### config.mk
export PLATFORM = sky130hd
export DESIGN_NAME = pipe_hazard_ctrl
export DESIGN_NICKNAME = d
export VERILOG_FILES = /design/src/rtl/pipe_hazard_ctrl.sv
export SDC_FILE = /design/constraint.sdc
export NUM_CORES = 1
export LEC_CHECK = 0
export ABC_AREA = 0
export CORE_MARGIN = 2
export CORE_UTILIZATION = 30
export CTS_BUF_LIST = sky130_fd_sc_hd__clkbuf_8
export CTS_CLUSTER_DIAMETER = 120
export DETAILED_ROUTE_END_ITERATION = 8
export PLACE_DENSITY = 0.53
export SETUP_SLACK_MARGIN = 0.15
export SLEW_MARGIN = 0
export SYNTH_ARGS = -nofsm -noshare
export SYNTH_HDL_FRONTEND = slang
export SYNTH_SLANG_ARGS = --single-unit
### constraint.sdc
create_clock -name Clk -period 3.28 [get_ports Clk]
set_clock_uncertainty 0.05 [all_clocks]
set_input_delay 0.82 -clock Clk [delete_from_list [all_inputs] [get_ports Clk]]
set_output_delay 0.82 -clock Clk [all_outputs]
set_load 0.05 [all_outputs]
### src/rtl/pipe_hazard_ctrl.sv
// pipe_hazard_ctrl: stall/flush/forwarding control for the 5-stage pipeline.
// It detects RAW hazards between decode and the EX/MEM stages, squashes
// wrong-path instructions on a taken branch, and freezes the front of the
// pipe while a multi-cycle multiply occupies EX.
// Optional feature macro: PIPE_FWD_EN (EX/MEM forwarding, load-use stall only).
module pipe_hazard_ctrl #(
  parameter int unsigned MUL_CYCLES = 4
) (
  input  logic        Clk,
  input  logic        Clr,
  input  logic [4:0]  Rs,
  input  logic [4:0]  Rt,
  input  logic        UseRs,
  input  logic        UseRt,
  input  logic        MulStart,
  input  logic        eWreg,
  input  logic        eReg2reg,
  input  logic [4:0]  eRd,
  input  logic        mWreg,
  input  logic [4:0]  mRd,
  input  logic        Branch,
  output logic        PcEn,
  output logic        IfidEn,
  output logic        IdexEn,
  output logic        IfidFlush,
  output logic        IdexFlush,
  output logic [1:0]  FwdA,
  output logic [1:0]  FwdB,
  output logic        Busy,
  output logic [15:0] StallCnt
);

  typedef enum logic {
    RUN     = 1'b0,
    MULWAIT = 1'b1
  } state_t;

  localparam logic [7:0] MUL_LOAD = 8'(MUL_CYCLES - 1);

  state_t      state_q, state_d;
  logic [7:0]  cnt_q, cnt_d;
  logic [15:0] stall_cnt_q, stall_cnt_d;

  logic ex_a, ex_b, mem_a, mem_b;
  logic stall;
  logic pc_en, ifid_en, idex_en, ifid_flush, idex_flush;

  // Source/destination match terms: nonzero destination, stage writes, source used
  always_comb begin
    ex_a  = UseRs & eWreg & (eRd != '0) & (eRd == Rs);
    ex_b  = UseRt & eWreg & (eRd != '0) & (eRd == Rt);
    mem_a = UseRs & mWreg & (mRd != '0) & (mRd == Rs);
    mem_b = UseRt & mWreg & (mRd != '0) & (mRd == Rt);
  end

`ifdef PIPE_FWD_EN
  // With forwarding only a load in EX cannot be bypassed in time
  always_comb begin
    stall = eReg2reg & (ex_a | ex_b);
  end

  // Operand source select: EX result has priority over MEM result
  always_comb begin
    FwdA = 2'd0;
    FwdB = 2'd0;
    if (!Clr) begin
      if (ex_a)       FwdA = 2'd1;
      else if (mem_a) FwdA = 2'd2;
      if (ex_b)       FwdB = 2'd1;
      else if (mem_b) FwdB = 2'd2;
    end
  end
`else
  logic unused_reg2reg;

  // Without forwarding any in-flight producer blocks the dependent instruction
  always_comb begin
    stall         = ex_a | ex_b | mem_a | mem_b;
    unused_reg2reg = eReg2reg;
  end

  // Operands always come from the register file
  always_comb begin
    FwdA = '0;
    FwdB = '0;
  end
`endif

  // Next-state and enable/flush decode; branch beats stall beats multiply
  always_comb begin
    state_d    = state_q;
    cnt_d      = cnt_q;
    pc_en      = 1'b1;
    ifid_en    = 1'b1;
    idex_en    = 1'b1;
    ifid_flush = 1'b0;
    idex_flush = 1'b0;
    case (state_q)
      RUN: begin
        if (Branch) begin
          ifid_flush = 1'b1;
          idex_flush = 1'b1;
        end else if (stall) begin
          pc_en      = 1'b0;
          ifid_en    = 1'b0;
          idex_flush = 1'b1;
        end else if (MulStart) begin
          cnt_d   = MUL_LOAD;
          state_d = MULWAIT;
        end
      end
      MULWAIT: begin
        pc_en   = 1'b0;
        ifid_en = 1'b0;
        idex_en = 1'b0;
        cnt_d   = cnt_q - 8'd1;
        if (cnt_q <= 8'd1) begin
          state_d = RUN;
        end
      end
      default: begin
        state_d = RUN;
      end
    endcase
  end

  // Saturating count of cycles in which the PC is held
  always_comb begin
    stall_cnt_d = stall_cnt_q;
    if (!pc_en && (stall_cnt_q != '1)) begin
      stall_cnt_d = stall_cnt_q + 16'd1;
    end
  end

  // State, multiply counter and stall counter registers
  always_ff @(posedge Clk or posedge Clr) begin
    if (Clr) begin
      state_q     <= RUN;
      cnt_q       <= '0;
      stall_cnt_q <= '0;
    end else begin
      state_q     <= state_d;
      cnt_q       <= cnt_d;
      stall_cnt_q <= stall_cnt_d;
    end
  end

  // Reset forces a bubble into both front registers and holds the PC
  always_comb begin
    PcEn      = pc_en & ~Clr;
    IfidEn    = ifid_en & ~Clr;
    IdexEn    = idex_en & ~Clr;
    IfidFlush = ifid_flush | Clr;
    IdexFlush = idex_flush | Clr;
    Busy      = (state_q == MULWAIT);
    StallCnt  = stall_cnt_q;
  end

endmodule
==> flow_summary.json <==
{
  "outcome": "finished clean",
  "cp_max_fo": 4,
  "final_area_sq_um": 2241,
  "clk_latency_ns": 0.26,
  "ios": 55,
  "crit_chain": "buf_6, buf_6, xor2_2, nor4_2, a32oi_1, o22a_2, o21a_4, buf_12",
  "core_sq_um": 5075,
  "hold_class": "flip-flop to flip-flop",
  "vias_per_cell": 4.773,
  "critPathLaunchType": "input pin",
  "die_w_um": 76.18,
  "period_needed_ns": 3.071,
  "hold_end": "StallCnt[15]",
  "critPathRequiredTime_ns": 2.41,
  "r2r_setup_slack_ns": 1.31,
  "gp_congestion": 0.7672,
  "crit_type": "input pin to output pin",
  "synthMostInstantiatedCell": "dfrtp_1",
  "clkPwrFrac_pct": 11.1,
  "r2r-end": "StallCnt[1]",
  "cts.sinks": 25,
  "die_y_um": 76.18,
  "rsz0062_at_grt": "no",
  "syn_avg_cell_area_sq_um": 9.529,
  "antenna_found_initial": 0,
  "track_usage_pct": 14.60,
  "cpPeakStageDelay_ns": 0.29,
  "relSlewSlack_pct": 66.47,
  "worstPathArrival_ns": 2.20,
  "drtAntennaViolNets": 0,
  "p_sw_mw": 0.7349,
  "place_area_sq_um": 2225,
  "drt_iter0_markers": 27,
  "synthArstFlopShare_pct": 100.0,
  "syn-cell-area_sq_um": 1563,
  "hp-start": "StallCnt[15]",
  "tightest_slew_ns": 0.5013,
  "synth_top_area_share_pct": 40.03,
  "cts_tree": "yes",
  "power_density_nw_per_um2": 702.8,
  "synth_edf_count": 0,
  "slowest_stage": "o22a_2",
  "fin_crit_sh_pct": 93.63,
  "wl_per_cell_um": 13.32,
  "postCtsHoldBufs": 0,
  "ys_seq_area_share_pct": 40.03,
  "min_path_cells": 1,
  "p_int_mw": 0.8400,
  "overflow": 0,
  "ys_seq_elements": 25,
  "drc_errors": 0,
  "synth_ff_type": "dfrtp_1",
  "drive_gt1_share_pct": 22.67,
  "ff2ff_path_depth": 8,
  "cts.path.max_buffers": 2,
  "grt_pass1_vias": 1418,
  "cpMostUsedCell": "buf_6",
  "ys.warnings.count": 0,
  "peakVddDrop_mv": 0.5330,
  "cp-end-kind": "output pin",
  "diodes": 0,
  "yosysUniqueCellTypes": 35,
  "ys_top_cells_by_count": "25 x dfrtp_1, 18 x xor2_1, 17 x xnor2_1",
  "root_buffer": "clkbuf_8",
  "dr.pass1.iters": 4,
  "cap_violations": 0,
  "rows": 26,
  "worstReg2RegStart": "StallCnt[0]",
  "dp_hpwl_um": 2897,
  "initial_utilization_pct": 30.79,
  "max_freq_mhz": 325.6,
  "routed_wl_um": 3928,
  "grt_pass1_wl_um": 6927,
  "clk_pin_slew_ns": 0.08,
  "fin_total_pwr_mw": 1.575,
  "nets": 258,
  "power_frac_comb_pct": 54.8,
  "synthCells": 164,
  "cts.htree.levels": 1,
  "seq_power_share_pct": 34.0,
  "swShare_pct": 46.66,
  "cts_buffers": 3,
  "syn_to_final_growth_pct": 43.39,
  "p_leak_nw": 0.9663,
  "cp-startpoint": "mRd[0]",
  "synthTopCellsByArea": "dfrtp_1 40%, xor2_1 10%, xnor2_1 9.5%",
  "grt_max_degree": 26,
  "yosysTopAreaCell": "dfrtp_1",
  "io_buffers": 49,
  "dieArea_sq_um": 5803,
  "finalSetupViolations": 0,
  "final-hold-violation-count": 0,
  "report.final.slew_viol_count": 0,
  "via_count": 1408
}
-- timing repair --
action	in CTS	in global routing
pin swaps	13	8
setup endpoints to repair	3	3
resized for setup	58	18
setup buffers	1	0
-- power by group through the flow --
stage | Combinational [mW] | Sequential (mW) | Clock, mW
after CTS | 0.870 | 0.537 | 0.191
final | 0.864 | 0.536 | 0.175
after global routing | 0.939 | 0.564 | 0.201
after floorplan | 0.449 | 0.670 | 0
after global placement | 0.865 | 0.541 | 0
after detailed placement | 0.871 | 0.541 | 0
-- layout by cell type (no fill, tap or decap), types with 2 or more instances in the layout --
| master | n |
|---|---|
| nor4_2 | 2 |
| conb_1 | 4 |
| xnor2_1 | 17 |
| and2_1 | 2 |
| inv_1 | 7 |
| nand4_1 | 9 |
| a32oi_1 | 2 |
| o31ai_1 | 3 |
| clkdlybuf4s50_1 | 24 |
| nand3_1 | 6 |
| o21ai_0 | 7 |
| nor2_1 | 11 |
| a21oi_1 | 3 |
| clkbuf_8 | 3 |
| buf_6 | 4 |
| buf_2 | 7 |
| buf_12 | 3 |
| and3_1 | 6 |
| a31oi_1 | 2 |
| mux2_2 | 2 |
| nor4_1 | 3 |
| clkbuf_2 | 8 |
| dfrtp_1 | 25 |
| nand2_1 | 12 |
| xor2_1 | 17 |
| o21ai_2 | 2 |
| ha_1 | 3 |
| clkdlybuf4s15_1 | 2 |
| nor3_1 | 2 |
| buf_4 | 12 |
-- cell type report --
type                    instances  area, sq um
fillers                       515         2834
multi-input cells             128        909.6
flip-flops and latches         25        625.6
repair buffers                 62        550.5
well taps                      70        87.58
clock buffers                   3        41.29
inverters                       6        22.52
clock inverters                 1        3.754
-- worst max-delay path by stage --
stage | endpoint | slack (ns) | cells past startpoint
CTS | IfidEn | 0.15 | 8
global placement | IfidEn | -0.26 | 7
global route | PcEn | 0.16 | 7
finish | IfidEn | 0.21 | 8
floorplan | PcEn | 0.16 | 5
detailed placement | IfidEn | -0.25 | 6
-- critical path: cells and delay by family --
kind / cells / cell delay, ns
AOI/OAI and AO/OA: 3 / 0.67
buffers and inverters: 3 / 0.36
and+or+nand+nor: 1 / 0.21
xor gates and xnor gates: 1 / 0.14
-- layer usage --
metal | vias to the layer above | global-route usage, % | wire length, um
li1 | 694 | - | -
met1 | 667 | 19.56 | 1818
met2 | 45 | 23.66 | 1824
met3 | 2 | 3.673 | 258
met4 | 0 | 3.818 | 27
met5 | - | 0 | 0
-- per-stage QoR --
stage,TNS (ns),worst slack (ns),util [%],hold slack [ns],cells
2_1_floorplan,0,0.1551,-,0.4200,167
4_1_cts,0,0.1531,44.60,0.4601,295
3_5_place_dp,-0.7160,-0.2547,43.84,0.4460,290
6_report,0,0.2089,44.16,0.4580,295
5_1_grt,0,0.1587,44.16,0.4826,295
3_3_place_gp,-0.7400,-0.2569,43.84,0.4423,290
-- flip-flops by register name, summed over array words and instances, names as in the netlist --
register	cells
StallCnt	16
cnt_q	8
Busy	1
-- kinds of logic (layout without fill, tap and decap cells) --
group | after synthesis | in the layout | synth area share, %
xor+xnor | 35 | 35 | 19.62
mux | 3 | 3 | 2.082
compound gates | 27 | 27 | 12.09
buf+inv | 14 | 72 | 5.124
flops | 25 | 25 | 40.03
other cells | 1 | 4 | 0.2400
fa+ha+maj | 3 | 3 | 2.402
simple gates | 56 | 56 | 18.41
No activity file was read; power rests on OpenSTA's default activity.
